==> src/rtl/binary_to_bcd_pkg.sv <==
// Shared constants and elaboration-time helpers for the binary-to-BCD converter.
package binary_to_bcd_pkg;

  localparam int DIGIT_W     = 4;
  localparam int ADD3_THRESH = 5;

  // Number of decimal digits needed to represent 2^bin_w - 1 (at least one).
  function automatic int full_digits(input int bin_w);
    logic [63:0] v;
    int          n;
    v = (64'd1 << bin_w) - 64'd1;
    n = 0;
    for (int i = 0; i < 20; i++) begin
      if (v != 64'd0) begin
        n++;
        v = v / 64'd10;
      end
    end
    if (n == 0) n = 1;
    return n;
  endfunction

  function automatic logic [63:0] pow10(input int n);
    logic [63:0] p;
    p = 64'd1;
    for (int i = 0; i < n; i++) p = p * 64'd10;
    return p;
  endfunction

endpackage

==> src/rtl/binary_to_bcd_dd.sv <==
// Purely combinational double-dabble core: one add-3/shift stage per input bit.
module binary_to_bcd_dd
  import binary_to_bcd_pkg::*;
#(
  parameter int BIN_W       = 4,
  parameter int FULL_DIGITS = 2
) (
  input  logic [BIN_W-1:0]               bin_num,
  output logic [DIGIT_W*FULL_DIGITS-1:0] bcd_full
);

  localparam int ACC_W = DIGIT_W * FULL_DIGITS;

  logic [ACC_W-1:0] stage [BIN_W+1];

  assign stage[0] = '0;

  genvar gi, gj;
  generate
    for (gi = 0; gi < BIN_W; gi++) begin : g_step
      logic [ACC_W-1:0] adj;
      for (gj = 0; gj < FULL_DIGITS; gj++) begin : g_dig
        assign adj[DIGIT_W*gj +: DIGIT_W] =
          (stage[gi][DIGIT_W*gj +: DIGIT_W] >= DIGIT_W'(ADD3_THRESH))
            ? stage[gi][DIGIT_W*gj +: DIGIT_W] + 4'd3
            : stage[gi][DIGIT_W*gj +: DIGIT_W];
      end
      // The accumulator is sized for the full input range, so the bit
      // shifted out of the top is always zero and can be dropped.
      assign stage[gi+1] = ACC_W'({adj, bin_num[BIN_W-1-gi]});
    end
  endgenerate

  assign bcd_full = stage[BIN_W];

endmodule

==> src/rtl/binary_to_bcd.sv <==
// Registered binary-to-BCD converter, one cycle latency.
// Optional ovf output enabled by defining BINARY_TO_BCD_OVF_EN.
module binary_to_bcd
  import binary_to_bcd_pkg::*;
#(
  parameter int BIN_W  = 4,
  parameter int DIGITS = 1
) (
  input  logic                      clk,
  input  logic                      rst,
  input  logic                      in_valid,
  input  logic [BIN_W-1:0]          bin_num,
  output logic                      out_valid,
  output logic [DIGIT_W*DIGITS-1:0] bcd
`ifdef BINARY_TO_BCD_OVF_EN
  ,
  output logic                      ovf
`endif
);

  // Core is at least DIGITS wide so truncation never needs zero padding.
  localparam int FD = (full_digits(BIN_W) > DIGITS) ? full_digits(BIN_W) : DIGITS;

  logic [DIGIT_W*FD-1:0]     acc_full;
  logic [DIGIT_W*DIGITS-1:0] bcd_q, bcd_d;
  logic                      out_valid_q;
  logic                      unused_acc;

  binary_to_bcd_dd #(
    .BIN_W      (BIN_W),
    .FULL_DIGITS(FD)
  ) u_dd (
    .bin_num (bin_num),
    .bcd_full(acc_full)
  );

  assign unused_acc = ^acc_full;
  assign bcd_d      = in_valid ? acc_full[DIGIT_W*DIGITS-1:0] : bcd_q;

  always_ff @(posedge clk or posedge rst) begin
    if (rst) begin
      bcd_q       <= '0;
      out_valid_q <= 1'b0;
    end else begin
      bcd_q       <= bcd_d;
      out_valid_q <= in_valid;
    end
  end

  assign bcd       = bcd_q;
  assign out_valid = out_valid_q;

`ifdef BINARY_TO_BCD_OVF_EN
  logic ovf_q, ovf_d;

  assign ovf_d = in_valid ? (64'(bin_num) >= pow10(DIGITS)) : ovf_q;

  always_ff @(posedge clk or posedge rst) begin
    if (rst) begin
      ovf_q <= 1'b0;
    end else begin
      ovf_q <= ovf_d;
    end
  end

  assign ovf = ovf_q;
`endif

endmodule

==> config.mk <==
export PLATFORM = sky130hd
export DESIGN_NAME = binary_to_bcd
export DESIGN_NICKNAME = d
export VERILOG_FILES = /design/src/rtl/binary_to_bcd_pkg.sv /design/src/rtl/binary_to_bcd_dd.sv /design/src/rtl/binary_to_bcd.sv
export SDC_FILE = /design/constraint.sdc
export NUM_CORES = 1
export LEC_CHECK = 0
export CORE_AREA = 4 4 41 43
export CTS_CLUSTER_DIAMETER = 40
export DETAILED_ROUTE_END_ITERATION = 7
export DIE_AREA = 0 0 45 47
export GPL_TIMING_DRIVEN = 0
export REMOVE_ABC_BUFFERS = 1
export SLEW_MARGIN = 20
export SYNTH_ARGS = -nofsm -noshare
export SYNTH_HDL_FRONTEND = slang
export SYNTH_SLANG_ARGS = --single-unit
==> constraint.sdc <==
create_clock -name clk -period 0.9 [get_ports clk]
set_input_delay 0.27 -clock clk [delete_from_list [all_inputs] [get_ports clk]]
set_output_delay 0.27 -clock clk [all_outputs]
set_load 0.005 [all_outputs]
# [Word-level counts from Yosys, hierarchy flattened]
# Cells that the tools add are included.
[word_totals] word_cells=11 ramBits=0 latchBits=0 ff_bits=5 mem_count=0 input_bits=7 out_inout_bits=5 romBits=0
[op_classes] n_mux=3 addsub=3 mul=0 n_div=0 n_reduce_logical=0 eq_ne=0 n_lt_le_gt_ge=3 n_bitwise=0 shift=0
[ops] operator="$mux 3" n=3
[ops] operator="$ge 4x3->1 const B" n=2
[ops] operator="$add 3x2->3 const B" n=2
[ops] operator="$add 1x2->3 const B" n=1
[ops] operator="$ge 1x3->1 const B" n=1

# [Longest topological paths before layout]
# Gate-level depths: netlist (run 1).
[depth] word_depth=6 ltp_mapped=7 depth_no_buf=7

# [By module]
# A second synthesis (run 1) with hierarchy kept.
[unflattened] hier_cells=28 hier_area_um2=306.5
[by_module_without_submodules] module="binary_to_bcd" cells_per_inst=10 instances=1 seq_area_each_um2=125.1 area_per_inst_um2=173.9
[by_module_without_submodules] module="binary_to_bcd_dd" cells_per_inst=18 instances=1 seq_area_each_um2=0.0 area_per_inst_um2=132.6

# [Least setup slack after synthesis (run 1)]
# Ideal clock, no wire load.
[synth_path] kind="input -> register" start="input bin_num[2]" end="register bcd_q[2] (netlist: bcd[2])" setup_slack_ps=-409 required_ps=775 setup_time_ps=125 path_buffers=0 cell_stages=7 arrival_ps=1184 path_cell_list="inv_1 -> ha_1 -> inv_1 -> ha_1 -> a21oi_2 -> mux2i_1 -> mux2_2"
[synth_via] elab_chain_len=4 word_cells_on_any_way=6 classes_between="add/sub (2); order compare (2); mux (2)"
[synth_rtl] element="start: declaration" line_no="binary_to_bcd.sv:12" text="input logic [BIN_W-1:0] bin_num,"
[synth_rtl] element="$ge 4x3->1 or $add 3x2->3 (tied branches)" line_no="binary_to_bcd_dd.sv:24, binary_to_bcd_dd.sv:25"
[synth_rtl] element="$mux 3 (*)" line_no="binary_to_bcd_dd.sv:25" text="? stage[gi][DIGIT_W*gj +: DIGIT_W] + 4'd3"
[synth_rtl] element="$ge 4x3->1 or $add 3x2->3 (tied branches)" line_no="binary_to_bcd_dd.sv:24, binary_to_bcd_dd.sv:25"
[synth_rtl] element="$mux 3 (*)" line_no="binary_to_bcd_dd.sv:25"
[synth_rtl] element="end signal: assignment" line_no="binary_to_bcd.sv:42" text="bcd_q <= '0;"
[synth_rtl] element="end signal: assignment" line_no="binary_to_bcd.sv:45" text="bcd_q <= bcd_d;"
[synth_rtl] element="end: declaration" line_no="binary_to_bcd.sv:25" text="logic [DIGIT_W*DIGITS-1:0] bcd_q, bcd_d;"
# Every way passes the cells marked *; elsewhere a longest branch is shown, timed or not.
# A chain may end at the register's enable or synchronous reset.

# [Worst setup path after layout (run 1)]
[layout_path] start="input bin_num[1]" end="register bcd_q[2] (netlist: bcd[2])"
[layout_via] elab_chain_len=2 word_cells_on_any_way=3 classes_between="add/sub (1); order compare (1); mux (1)"
[layout_rtl] element="$ge 4x3->1 or $add 3x2->3 (tied branches)" line_no="binary_to_bcd_dd.sv:24, binary_to_bcd_dd.sv:25"
[layout_rtl] element="$mux 3 (*)" line_no="binary_to_bcd_dd.sv:25"
# Marked as above.

==> impl_metrics.ini, run 1 <==
[floorplan]
die_area_um2 = 2120
rows = 13
coreArea_um2 = 1300
start_util_pct = 20.3
io_pins = 12
dieHeight_um = 47
die_w_um = 45

[worst_setup_path]
timing.critical_path.mode_cell = ha_4
endpoint_kind = register
criticalPathCategory = primary input to register
rr_worst_depth = 2
crit_chain = buf_8 -> inv_4 -> ha_4 -> inv_2 -> ha_4 -> a21oi_4 -> mux2i_1 -> mux2_4
reg2reg_to = bcd[2]
crit_arrival_ps = 1230
r2r_start = bcd[2]
start_kind = primary input
critPathMaxFanout = 3
slowest_delay_ps = 260
worst_path_max_delay_cell = mux2_4
crit_end = bcd[2]
critical_path.startpoint = bin_num[1]
critPathRequiredTime_ps = 1020
ff2ff_setup_slack_ps = 20

[finish]
num_antenna_cells = 0
final_area_um2 = 498
area_growth_pct = 88.6
n_fill_cell = 138
final_cells = 57
nNetsFinal = 53
drive_gt1_share_pct = 64.3

[power_and_ir_drop]
power_switching_uw = 172
peakVddDrop_mv = 0.887
power.share.sequential_pct = 37.1
p_comb_share_pct = 28.1
intPower_uw = 543
clkPwrFrac_pct = 34.8
power.density_nw_per_um2 = 1440
leakagePower_nw = 0.231
switching_share_pct = 24.1

[timing]
period_needed_ps = 1120
relSlewSlack_pct = 79.5
rsz0062_at_grt = yes
final_max_slew_viol_count = 0
fmax_mhz = 896
worst_pin_slew_ps = 308
setup_viol = 9
hold_viol = 0
period_share_pct = 124
hold_slack_ps = 228
fin_skew_ps = 0
setup_slack_ps = -216

[run_status]
status = complete, but fails checks
violations = setup timing

[hold_path]
hold_class = primary input to asynchronous set/reset pin

[cts]
cts-buffers-inserted = 3
cts.sinks = 5
cts_max_path_buffers = 2
root_buffer = clkbuf_4
cts_tree = built
htreeDepth = 1
worstSkewPairLatency_ps = 230
cts.clk_slew.worst_paths_ps = 40
postCtsHoldBufs = 0

[global_routing]
grt_max_degree = 7
overflow = 0
grt_pass1_vias = 227
grt_antenna_before_repair = 0
grt_pass1_wl_um = 1010
grt_use_total_pct = 7.14

[yosys]
synth_area_um2 = 264
syn-instance-count = 22
synthDistinctLibCells = 11
synth_seq_cells = 5
yosys_warnings = 0
synth.avg_cell_area_um2 = 12.0
ys_seq_area_share_pct = 47.4

[drt]
drt-initial-drc-count = 0
dr.pass1.iters = 1
wire_per_inst_um = 10.9
routed_via_density = 4.02
vias = 229
drc_errors = 0
postRouteAntennaNets = 0
routed_wl_um = 623

[place]
preCtsSetupSlack_ps = -968
placed_area_um2 = 393
place.gp.congestion = 0.631
dp_cells = 48
io_buffers = 11

[job]
maxCapViolations = 0
-- power by group through the flow --
stage / sequential [mW] / clock (mW) / combinational [mW]
floorplan: 0.272 / 0 / 0.0623
global placement: 0.268 / 0 / 0.169
detailed placement: 0.269 / 0 / 0.168
CTS: 0.265 / 0.266 / 0.183
global route: 0.268 / 0.286 / 0.225
finish: 0.265 / 0.249 / 0.201
-- synthesized netlist by cell type --
master / instances / area share [%]
dfrtp_1: 5 / 47
inv_1: 5 / 7.1
ha_1: 3 / 14
mux2_2: 2 / 8.5
a21oi_2: 1 / 3.3
mux2_4: 1 / 5.7
mux2i_1: 1 / 3.8
nor2_1: 1 / 1.4
o21ai_0: 1 / 1.9
o221ai_1: 1 / 3.3
xnor2_1: 1 / 3.3
-- per-layer routing --
layer  track usage (%)  share of wire [%]  vias up
met5                 0                  0        -
met4              7.02                  0        0
met3              4.98                 16        0
met2              10.2                 41       12
met1              6.67                 43      100
li1                  -                  -      117
-- cell families (layout without fill, tap and decap cells) --
| kind of cell | after synthesis | in the layout | synth area share (%) |
|---|---|---|---|
| xor gates and xnor gates | 1 | 1 | 3.32 |
| DFF | 5 | 5 | 47.4 |
| adders and majority gates | 3 | 3 | 14.2 |
| muxes | 4 | 4 | 18.0 |
| buffers and inverters | 5 | 25 | 7.11 |
| AOI/OAI and AO/OA | 3 | 3 | 8.53 |
| and+or+nand+nor | 1 | 1 | 1.42 |
-- worst max-delay path: cells and delay by family --
kind | cells | cell delay [ps]
multiplexers | 2 | 360
adder cells (fa/ha/maj) | 2 | 280
buffers and inverters | 3 | 190
AO/OA/AOI/OAI | 1 | 130
-- timing repair --
item,CTS,global route
pin swaps,4,3
gates resized for setup,51,0
setup endpoints to repair,9,9
setup buffers,1,4
endpoints found under the hold margin,0,0
-- state kept, by name (all words and copies together) (netlist names) --
signal     flops
out_valid      1
bcd            4
-- cells in the final DEF, fill, tap and decap left out, drive strengths merged --
| cell type | Yosys | final |
|---|---|---|
| a21oi | 1 | 1 |
| buf | 0 | 12 |
| clkbuf | 0 | 4 |
| clkdlybuf4s15 | 0 | 1 |
| clkdlybuf4s50 | 0 | 2 |
| dfrtp | 5 | 5 |
| dlygate4sd2 | 0 | 1 |
| ha | 3 | 3 |
| inv | 5 | 5 |
| mux2 | 3 | 3 |
| mux2i | 1 | 1 |
| nor2 | 1 | 1 |
| o21ai | 1 | 1 |
| o221ai | 1 | 1 |
| xnor2 | 1 | 1 |
-- final cells by class --
class	count	area [um^2]	share of cell area [%]
Timing Repair Buffer	16	129	25.9
Clock buffer	4	26.3	5.28
Tap cell	15	18.8	3.77
Sequential cell	5	125	25.1
Multi-Input combinational cell	12	175	35.2
Inverter	5	23.8	4.77
-- how the worst min path moves through the flow --
stage	from	to	slack [ps]	cells past startpoint
floorplan	rst	bcd[0]	50	1
global placement	rst	bcd[0]	480	2
detailed placement	rst	out_valid	480	2
CTS	rst	bcd[0]	220	2
global route	rst	bcd[2]	240	2
finish	rst	bcd[2]	230	2
-- stage by stage --
| step | power, mW | TNS, ps | utilization, % |
|---|---|---|---|
| after floorplan | 0.335 | -1010 | - |
| after global placement | 0.436 | -4310 | 30.2 |
| after detailed placement | 0.437 | -4350 | 30.2 |
| after CTS | 0.715 | -946 | 36.0 |
| after global routing | 0.778 | -1270 | 38.3 |
| final | 0.715 | -957 | 38.3 |
Note: power is estimated with default switching activity, not from simulation.
==> inputs of run 2 (changes only) <==
==> constraint.sdc (replaced) <==
create_clock -name clk -period 1.3 [get_ports clk]
set_input_delay 0.39 -clock clk [delete_from_list [all_inputs] [get_ports clk]]
set_output_delay 0.39 -clock clk [all_outputs]
set_load 0.005 [all_outputs]
==> run 2 against run 1 <==
The run now ends clean. Global-route usage down 0.24 points. First-iteration DRC count did not move. Count of clock-buffer cells in the layout unchanged. Non-clock buffer count is 4 lower. Critical path depth is 6 lower. Worst setup slack improved by 250 ps. Via count fell by 7.9%. Worst hold slack improved by 120 ps. Combinational power is 39% lower. Die area stayed put. Largest cell class unchanged.
==> impl_metrics.ini, run 2 (synthesized netlist as in run 1, its figures left out) <==
[run_status]
status = completed

[timing]
worst_pin_slew_ps = 285
relSlewSlack_pct = 80.9
hold_viol = 0
setup_slack_ps = 28.9
fmax_mhz = 787
fin_skew_ps = 0
rsz0062_at_grt = yes
setup_viol = 0
period_needed_ps = 1270
period_share_pct = 97.8
final_max_slew_viol_count = 0
fin_tns_setup_ps = 0

[place]
place.gp.congestion = 0.631
preCtsSetupSlack_ps = -688
io_buffers = 11

[global_routing]
grt_pass1_vias = 226
grt_use_total_pct = 6.90
overflow = 0
grt_max_degree = 7
grt_antenna_before_repair = 0
grt_pass1_wl_um = 972

[cts]
postCtsHoldBufs = 0
worstSkewPairLatency_ps = 240
cts.clk_slew.worst_paths_ps = 40
root_buffer = clkbuf_4
htreeDepth = 1
cts_tree = built
cts.sinks = 5
cts-buffers-inserted = 3
cts_max_path_buffers = 2

[hold_path]
hold_class = primary input to asynchronous set/reset pin

[power_and_ir_drop]
power.density_nw_per_um2 = 1030
leakagePower_nw = 0.212
peakVddDrop_mv = 0.625
intPower_uw = 365
power_switching_uw = 113
clkPwrFrac_pct = 36.1
power.share.sequential_pct = 38.4
p_comb_share_pct = 25.5
switching_share_pct = 23.6

[worst_setup_path]
reg2reg_to = bcd[2]
r2r_start = bcd[2]
start_kind = primary input
crit_chain = clkdlybuf4s50_1 -> mux2_2
endpoint_kind = register
rr_worst_depth = 1
cp_num_buf_inv = 1
critPathMaxFanout = 6
worst_path_max_delay_cell = clkdlybuf4s50_1
critPathRequiredTime_ps = 1420
criticalPathCategory = primary input to register
slowest_delay_ps = 630
ff2ff_setup_slack_ps = 550
critical_path.top_delay_family = buffers and inverters
crit_arrival_ps = 1390

[finish]
num_antenna_cells = 0
drive_gt1_share_pct = 42.1
nNetsFinal = 49
n_fill_cell = 143
area_growth_pct = 76.3
largest_register_ffs = 4
mostFrequentLayoutCells = dfrtp_1, dlygate4sd2_1

[floorplan]
die_w_um = 45
die_area_um2 = 2120
start_util_pct = 20.3
dieHeight_um = 47
rows = 13
io_pins = 12
coreArea_um2 = 1300

[drt]
routed_via_density = 3.98
routed_wl_um = 597
wl_met2_um = 235
wire_per_inst_um = 11.3
drc_errors = 0
vias = 211
topRoutingLayerUsed = met3
wl_met3_um = 103
postRouteAntennaNets = 0
m1WireLength_um = 258
dr.pass1.iters = 1
drt-initial-drc-count = 0

[job]
maxCapViolations = 0
## run 2: cell types whose count changed in the layout (fill, tap and decap cells not counted), sizes merged
cell and delta:
buf -9, clkdlybuf4s50 +1, dlygate4sd2 +4
## run 2: layer usage
layer / GRT usage, % / up-vias
li1: - / 108
met1: 6.90 / 91
met2: 9.04 / 12
met3: 4.98 / 0
met4: 7.02 / 0
met5: 0 / -
## run 2: how the worst max path moves through the flow
| stage | end | slack, ps | from | cells after the start |
|---|---|---|---|---|
| finish | bcd[0] | 30 | in_valid | 2 |
| global route | bcd[2] | -20 | bin_num[3] | 5 |
| CTS | bcd[1] | 20 | bcd[1] | 1 |
| detailed placement | bcd[2] | -690 | bin_num[1] | 8 |
| global placement | bcd[1] | -680 | bin_num[1] | 8 |
| floorplan | bcd[2] | -130 | bin_num[2] | 7 |
## run 2: through the flow
step | power (mW) | area, um^2 | instances | hold slack, ps | util (%)
final | 0.477 | 465 | 53 | 348 | 35.8
after global placement | 0.302 | 393 | 48 | 490 | 30.2
after CTS | 0.485 | 454 | 53 | 344 | 34.9
after detailed placement | 0.302 | 393 | 48 | 498 | 30.2
after global routing | 0.521 | 465 | 53 | 364 | 35.8
after floorplan | 0.232 | 264 | 22 | 169 | -
## run 2: power groups by stage
stage | combinational [mW] | clock (mW) | sequential, mW
finish | 0.122 | 0.172 | 0.184
global route | 0.137 | 0.198 | 0.186
CTS | 0.117 | 0.184 | 0.184
detailed placement | 0.116 | 0 | 0.186
global placement | 0.117 | 0 | 0.185
floorplan | 0.0431 | 0 | 0.189
## run 2: what timing repair did
action,4_1_cts,5_1_grt
endpoints found under the setup margin,8,3
buffers inserted,1,0
gates resized for setup,24,5
pin swaps,3,0
## run 2: layout make-up
type	instances	area, um^2	share of cell area, %
well taps	15	18.8	4.03
multi-input cells	12	169	36.3
clock buffers	4	26.3	5.65
flip-flops and latches	5	125	26.9
inverters	5	18.8	4.03
repair buffers	12	108	23.1
